File: src/rtl/traffic_sensor_hub.sv
// Input conditioning for the intersection controller: synchronizes roadside
// detectors, counts waiting cars, latches pedestrian requests, limits bus priority.
module traffic_sensor_hub #(
    parameter int LOAD_PERIOD = 4,
    parameter int DEBOUNCE    = 3,
    parameter int BUS_MAX     = 40
) (
    input  logic       i_clk,
    input  logic       i_rst_n,
    input  logic       i_enable,
    input  logic       i_arr_ns,
    input  logic       i_arr_ew,
    input  logic       i_dep_ns,
    input  logic       i_dep_ew,
    input  logic       i_btn_ns,
    input  logic       i_btn_ew,
    input  logic       i_bus_ns,
    input  logic       i_bus_ew,
    input  logic [3:0] i_state,
    output logic       o_load,
    output logic [7:0] o_cars_ns,
    output logic [7:0] o_cars_ew,
    output logic       o_ped_ns,
    output logic       o_ped_ew,
    output logic       o_bus_ns,
    output logic       o_bus_ew
);

    localparam int TW = $clog2(LOAD_PERIOD);
    localparam int DW = $clog2(DEBOUNCE + 1);
    localparam int BW = $clog2(BUS_MAX + 1);

    // Bit layout per direction d (0 = NS, 1 = EW): arr d, dep 2+d, btn 4+d, bus 6+d.
    logic [7:0] raw;
    assign raw = {i_bus_ew, i_bus_ns, i_btn_ew, i_btn_ns,
                  i_dep_ew, i_dep_ns, i_arr_ew, i_arr_ns};

    logic [7:0]          s1_q, s1_d, s2_q, s2_d;
    logic [3:0]          prev_q, prev_d;
    logic [1:0][7:0]     cars_q, cars_d;
    logic [1:0][DW-1:0]  dbc_q, dbc_d;
    logic [1:0]          ped_q, ped_d;
    logic [1:0][BW-1:0]  hold_q, hold_d;
    logic [1:0]          expired_q, expired_d;
    logic [1:0]          bus_q, bus_d;
    logic [TW-1:0]       tick_q, tick_d;
    logic                load_q, load_d;

    logic [3:0] rise;
    logic [1:0] served;
    logic [1:0] ped_set;

    always_comb begin
        s1_d      = raw;
        s2_d      = s1_q;
        prev_d    = s2_q[3:0];
        rise      = s2_q[3:0] & ~prev_q;
        served[0] = (i_state == 4'd1) || (i_state == 4'd2);
        served[1] = (i_state == 4'd5) || (i_state == 4'd6);

        cars_d    = cars_q;
        dbc_d     = '0;
        ped_d     = '0;
        ped_set   = '0;
        hold_d    = '0;
        expired_d = '0;
        bus_d     = '0;

        for (int d = 0; d < 2; d++) begin
            // Simultaneous arrival and departure cancel out.
            if (rise[d] && !rise[2+d] && cars_q[d] != 8'hFF) begin
                cars_d[d] = cars_q[d] + 8'd1;
            end else if (!rise[d] && rise[2+d] && cars_q[d] != 8'h00) begin
                cars_d[d] = cars_q[d] - 8'd1;
            end

            if (i_enable) begin
                // Saturating at DEBOUNCE makes a held button set the latch only once.
                if (s2_q[4+d]) begin
                    dbc_d[d] = (dbc_q[d] == DW'(DEBOUNCE)) ? dbc_q[d] : dbc_q[d] + DW'(1);
                end
                ped_set[d] = s2_q[4+d] && (dbc_q[d] == DW'(DEBOUNCE - 1));
                ped_d[d]   = served[d] ? 1'b0 : (ped_q[d] | ped_set[d]);

                if (s2_q[6+d]) begin
                    hold_d[d]    = bus_q[d] ? hold_q[d] + BW'(1) : hold_q[d];
                    expired_d[d] = expired_q[d] |
                                   (bus_q[d] && (hold_q[d] == BW'(BUS_MAX - 1)));
                    bus_d[d]     = ~expired_d[d];
                end
            end
        end

        tick_d = '0;
        load_d = 1'b0;
        if (i_enable) begin
            if (tick_q == TW'(LOAD_PERIOD - 1)) begin
                load_d = 1'b1;
            end else begin
                tick_d = tick_q + TW'(1);
            end
        end
    end

    always_ff @(posedge i_clk or negedge i_rst_n) begin
        if (!i_rst_n) begin
            s1_q      <= '0;
            s2_q      <= '0;
            prev_q    <= '0;
            cars_q    <= '0;
            dbc_q     <= '0;
            ped_q     <= '0;
            hold_q    <= '0;
            expired_q <= '0;
            bus_q     <= '0;
            tick_q    <= '0;
            load_q    <= 1'b0;
        end else begin
            s1_q      <= s1_d;
            s2_q      <= s2_d;
            prev_q    <= prev_d;
            cars_q    <= cars_d;
            dbc_q     <= dbc_d;
            ped_q     <= ped_d;
            hold_q    <= hold_d;
            expired_q <= expired_d;
            bus_q     <= bus_d;
            tick_q    <= tick_d;
            load_q    <= load_d;
        end
    end

    assign o_load    = load_q;
    assign o_cars_ns = cars_q[0];
    assign o_cars_ew = cars_q[1];
    assign o_ped_ns  = ped_q[0];
    assign o_ped_ew  = ped_q[1];
    assign o_bus_ns  = bus_q[0];
    assign o_bus_ew  = bus_q[1];

endmodule

File: config.mk
export PLATFORM = sky130hd
export DESIGN_NAME = traffic_sensor_hub
export DESIGN_NICKNAME = d
export VERILOG_FILES = /design/src/rtl/traffic_sensor_hub.sv
export SDC_FILE = /design/constraint.sdc
export NUM_CORES = 1
export LEC_CHECK = 0
export CAP_MARGIN = 40
export CORE_UTILIZATION = 40
export DETAILED_ROUTE_END_ITERATION = 6
export GPL_TIMING_DRIVEN = 0
export PLACE_DENSITY = 0.71
export SLEW_MARGIN = 10
export SYNTH_ARGS = -nofsm -noshare
export SYNTH_HDL_FRONTEND = slang
export SYNTH_SLANG_ARGS = --single-unit
File: constraint.sdc
create_clock -name i_clk -period 2.1 [get_ports i_clk]
set_input_delay 0.315 -clock i_clk [delete_from_list [all_inputs] [get_ports i_clk]]
set_output_delay 0.315 -clock i_clk [all_outputs]
set_load 0.05 [all_outputs]
; After elaboration in Yosys (flattened, before gate mapping)
; Cells that the tools add are included.
[op_classes]
add_sub_neg = 9
n_eq_ne = 17
n_mux = 32
bitwise = 8
reduce_logical = 22
[ops]
columns = op, count
row1 = $mux W6, 6
row2 = $mux W8, 4
row3 = $add A8 B1 Y8 const B, 2
row4 = $mux W2, 8
row5 = $ne A8 B8 Y1 const B, 2
row6 = $reduce_bool A8 Y1, 2
row7 = $sub A8 B1 Y8 const B, 2
row8 = $mux W1, 14
row9 = $add A6 B1 Y6 const B, 2
row10 = $eq A6 B6 Y1 const B, 2
row11 = $logic_and A1 B1 Y1, 12
row12 = $eq A2 B2 Y1 const B, 5
row13 = $eq A4 B3 Y1 const B, 2
row14 = $add A2 B1 Y2 const B, 3
row15 = $ne A3 B2 Y1 const B, 2
row16 = $ne A3 B3 Y1 const B, 2
row17 = $and A4 B4 Y4, 1
row18 = $eq A4 B1 Y1 const B, 1
row19 = $eq A4 B2 Y1 const B, 1
row20 = $logic_not A1 Y1, 4
row21 = $not A4 Y4, 1
row22 = $or A1 B1 Y1, 4
row23 = $reduce_bool A2 Y1, 2
row24 = $logic_or A1 B1 Y1, 2
row25 = $not A1 Y1, 2
[word_totals]
regBits = 61
inputBits = 15
out_inout_bits = 21
wordCells = 102

; Logic depth before layout (Yosys ltp)
[depth]
depth_word = 7
mapped_depth = 9
depth_no_buf = 9

; Worst setup path after synthesis
; Ideal clock, no wire load.
[synth_path]
kind = reg2reg
startpoint = register cars_q (netlist bit o_cars_ew[0])
endpoint = register cars_q (netlist bit o_cars_ew[5])
setup_time_ns = 0.125
arrival_time_ns = 2.416
required_time_ns = 1.975
slack_ns = -0.441
path_stages_with_launch = 9
cell_sequence = dfrtp_1 -> nand4_1 -> o21ai_2 -> ha_1 -> a21o_1 -> a21oi_2 -> o21ai_1 -> xor2_1 -> mux2_4
[synth_via]
elab_chain_len = 3
word_cells_on_any_way = 9
cone_classes = add/sub (2) / eq/ne (1) / mux (2) / reduce/logical (4)
[synth_lines]
columns = element, line_no
row1 = from (decl), 40  ; logic [1:0][7:0] cars_q, cars_d;
row2 = from (signal assigned), 122  ; cars_q <= cars_d;
row3 = $sub A8 B1 Y8 (tied with other cells), 74  ; cars_d[d] = cars_q[d] - 8'd1;
row4 = $mux W8 (tied with other cells), 73  ; end else if (!rise[d] && rise[2+d] && cars_q[d] != 8'h00) begin
row5 = $mux W8 / $reduce_bool A2 Y1 (equally long branches), -
; Several ways; a longest one is shown, not always the timed one. The select of a mux whose other input is x is not followed.
; A chain may end at the register's enable or synchronous reset.

; Worst setup path after layout
[layout_path]
startpoint = register s2_q[2]
endpoint = register cars_q (netlist bit o_cars_ns[4])
[layout_via]
elab_chain_len = 5
word_cells_on_any_way = 8
cone_classes = mux (1) / bitwise (1) / reduce/logical (6)
[layout_lines]
columns = element, line_no
row1 = from (decl), 38  ; logic [7:0] s1_q, s1_d, s2_q, s2_d;
row2 = from (signal assigned), 108  ; s2_q <= '0;
row3 = from (signal assigned), 120  ; s2_q <= s2_d;
row4 = $and A4 B4 Y4 *, 57  ; rise = s2_q[3:0] & ~prev_q;
row5 = $logic_not A1 Y1, 71  ; if (rise[d] && !rise[2+d] && cars_q[d] != 8'hFF) begin
row6 = $logic_and A1 B1 Y1 (2 in a row), 71
row7 = $mux W8 / $reduce_bool A2 Y1 (equally long branches), -
; Every way passes the cells marked *; elsewhere a longest branch is shown, timed or not.

==> flow_summary.json <==
{
  "status": "finished with violations",
  "violations": "setup timing",
  "worstSetupStartpointType": "flop",
  "slowest_stage": "dfrtp_1",
  "crit_path_end_kind": "flop",
  "crit_type": "flop to flop",
  "p_seq_frac": 0.248,
  "firstDrtPassIters": 4,
  "cts.clk_slew.worst_paths_ns": 0.07,
  "utilization": 0.610,
  "min_period_over_period": 1.06,
  "setup_viol": 7,
  "slew_violations": 0,
  "start_util": 0.418,
  "via_count": 2031,
  "synth_xor_area_frac": 0.0763,
  "fmax_mhz": 448,
  "layout_commonest_cell": "dfrtp_1",
  "track_usage": 0.157,
  "grt_pass1_vias": 1929,
  "synth-simple-area-share": 0.122,
  "combPwrFrac": 0.565,
  "syn2layout_area_growth_pct": 46.1,
  "gp_congestion": 0.834,
  "cts_tree": "yes",
  "synth_compound_area_frac": 0.0937,
  "p_per_area_nw_per_um2": 1480,
  "synth-edff-count": 0,
  "ios": 36,
  "p_sw_w": 0.00236,
  "relSlewSlack": 0.503,
  "die_h_um": 86.7,
  "crit_buf_inv": 2,
  "min_path_type": "primary input to async pin",
  "switching_share": 0.381,
  "p_leak_nw": 1.86,
  "drt-vias-per-instance": 4.82,
  "yosys_most_used_dff": "dfrtp_1",
  "cts_buffers": 9,
  "rows": 30,
  "worst_slew_pin_slew_ns": 0.746,
  "fin_crit_ns": 2.23,
  "synthesis.nets": 269,
  "synth_cell_type_count": 34,
  "coreArea_um2": 6870,
  "postSynthAreaPerCell_um2": 12.3,
  "initialDrtViolationCount": 35,
  "critPathRequiredTime_ns": 2.31,
  "ctsHoldBuffers": 0,
  "n_antenna_cell": 0,
  "skew_ns": 0.0114,
  "grt_max_degree": 62,
  "instances_no_fill": 421,
  "crit_family": "compound AO/OA/AOI/OAI gates",
  "clk_latency_ns": 0.33,
  "dieArea_um2": 7520,
  "drc": 0,
  "ys_seq_elements": 61,
  "place_hpwl_mm": 3.27,
  "drive_above_1_share": 0.391,
  "io_buffers": 35,
  "crit_arrival_ns": 2.45,
  "power_frac_clock": 0.187,
  "place_inst": 364,
  "drv_cap": 0,
  "max-vdd-ir-drop_v": 0.000638,
  "max_stage_delay_ns": 0.38,
  "mostFrequentLayoutCells": "dfrtp_1, buf_4, clkdlybuf4s50_1, nor2_1",
  "antenna_found_initial": 0,
  "ys.warnings.count": 0,
  "die_x_um": 86.7,
  "internal-power_w": 0.00383,
  "syn_inst": 233,
  "power_w": 0.00620,
  "syn_area_um2": 2870,
  "drt-wirelength-per-cell_um": 14.2,
  "cp_cell_sequence": "nor2b_4 > nor2_4 > o21ai_4 > buf_6 > fa_2 > buf_4 > a21o_2 > a21oi_1 > xnor2_1 > mux2_4",
  "ant_nets": 0,
  "wirelength_mm": 5.98,
  "root_buffer": "clkbuf_8",
  "worst_slack_ns": -0.133,
  "final_nets": 356,
  "clkSinkCount": 61,
  "seq_area_frac_synth": 0.532,
  "synthArstFlopShare": 1.00,
  "hold_viol": 0,
  "overflow": 0,
  "synth_top_family_by_area": "simple AND/OR/NAND/NOR gates",
  "htreeDepth": 3,
  "cts.path.max_buffers": 2,
  "grt_setup_unrepaired": "true",
  "grt_pass1_wl_mm": 8.85,
  "cp_max_fo": 5,
  "synth.area.mux_share": 0.0767,
  "synth_fa_ha_area_frac": 0.0968
}
-- power by group through the flow --
stage / registers, W / logic (W) / clock network [W]
final: 0.00154 / 0.00350 / 0.00116
after global routing: 0.00156 / 0.00374 / 0.00124
after CTS: 0.00153 / 0.00295 / 0.00119
after detailed placement: 0.00170 / 0.00235 / 0
after global placement: 0.00169 / 0.00230 / 0
after floorplan: 0.00221 / 0.00123 / 0
-- cell families (layout without fill, tap and decap cells) --
| kind of cell | Yosys count | count (layout) |
|---|---|---|
| XOR/XNOR | 25 | 25 |
| AND/OR/NAND/NOR | 69 | 69 |
| AO/OA/AOI/OAI | 39 | 39 |
| multiplexers | 16 | 16 |
| flip-flops | 61 | 61 |
| adder cells (fa/ha/maj) | 21 | 21 |
| buffers and inverters | 2 | 94 |
-- path summary, 6_finish.rpt --
check	start	to	slack [ns]	cells past startpoint
worst min register to register	s1_q[3]	s2_q[3]	0.35	0
worst max register to register	s2_q[2]	o_cars_ns[4]	-0.13	10
min in group i_clk	s1_q[3]	s2_q[3]	0.35	0
max in group asynchronous	i_rst_n	o_cars_ns[7]	1.51	1
worst max-delay path	s2_q[2]	o_cars_ns[4]	-0.13	10
worst min-delay path	i_rst_n	o_cars_ew[5]	0.04	1
-- cells in the mapped netlist, types with 6 or more instances --
cell	number	area, um^2
ha_1	19	238
nor2_1	23	86.3
a21oi_1	12	60.1
nand2_1	17	63.8
nand4_1	6	37.5
mux2_4	12	180
dfrtp_1	61	1530
xnor2_1	9	78.8
xor2_1	16	140
-- sequential cells by signal, indices dropped and copies added (netlist names) --
name and count:
dbc_q 4, o_cars_ns 8, o_load 1, s2_q 8, tick_q 2, ped_q 2
hold_q 12, bus_q 2, s1_q 8, prev_q 4, o_cars_ew 8, expired_q 2
-- per-stage QoR --
stage                     worst slack, ns  setup TNS, ns  instance area (um^2)  hold slack (ns)
after global routing               -0.233          -1.33                  4190            0.102
after floorplan                    -0.193          -1.06                  2910           0.0194
after CTS                         -0.0278        -0.0612                  3850           0.0697
after detailed placement           -0.253          -1.22                  3370            0.335
after global placement              -1.39         -75.77                  3380            0.332
final                              -0.133         -0.538                  4190           0.0437
-- metal layers --
metal / track usage / share of wire / vias to the layer above
li1: - / - / 988
met2: 0.242 / 0.51 / 33
met5: 0 / 0 / -
met1: 0.205 / 0.45 / 1004
met4: 0.0576 / 0.0069 / 0
met3: 0.0562 / 0.031 / 6
-- what timing repair did --
| action | 4_1_cts | 5_1_grt |
|---|---|---|
| pin swaps | 13 | 28 |
| setup buffers | 19 | 22 |
| setup endpoints to repair | 10 | 10 |
| resized for setup | 15 | 30 |
-- area by class of cell --
cell class              count  area (um^2)
clock inverters             4         70.1
repair buffers             76          698
flip-flops and latches     61         1550
well taps                  96          120
fillers                   548         2680
clock buffers              12          155
multi-input cells         170         1600
inverters                   2         7.51
-- worst register-to-register path: cells and delay by family, from the launching register on --
family                   cells  cell delay, ns
flip-flops                   1            0.38
XOR/XNOR                     1            0.10
AO/OA/AOI/OAI                3            0.49
buffers and inverters        2            0.28
adder cells (fa/ha/maj)      1            0.36
AND/OR/NAND/NOR              2            0.27
multiplexers                 1            0.25
Note: power is estimated with default switching activity, not from simulation.
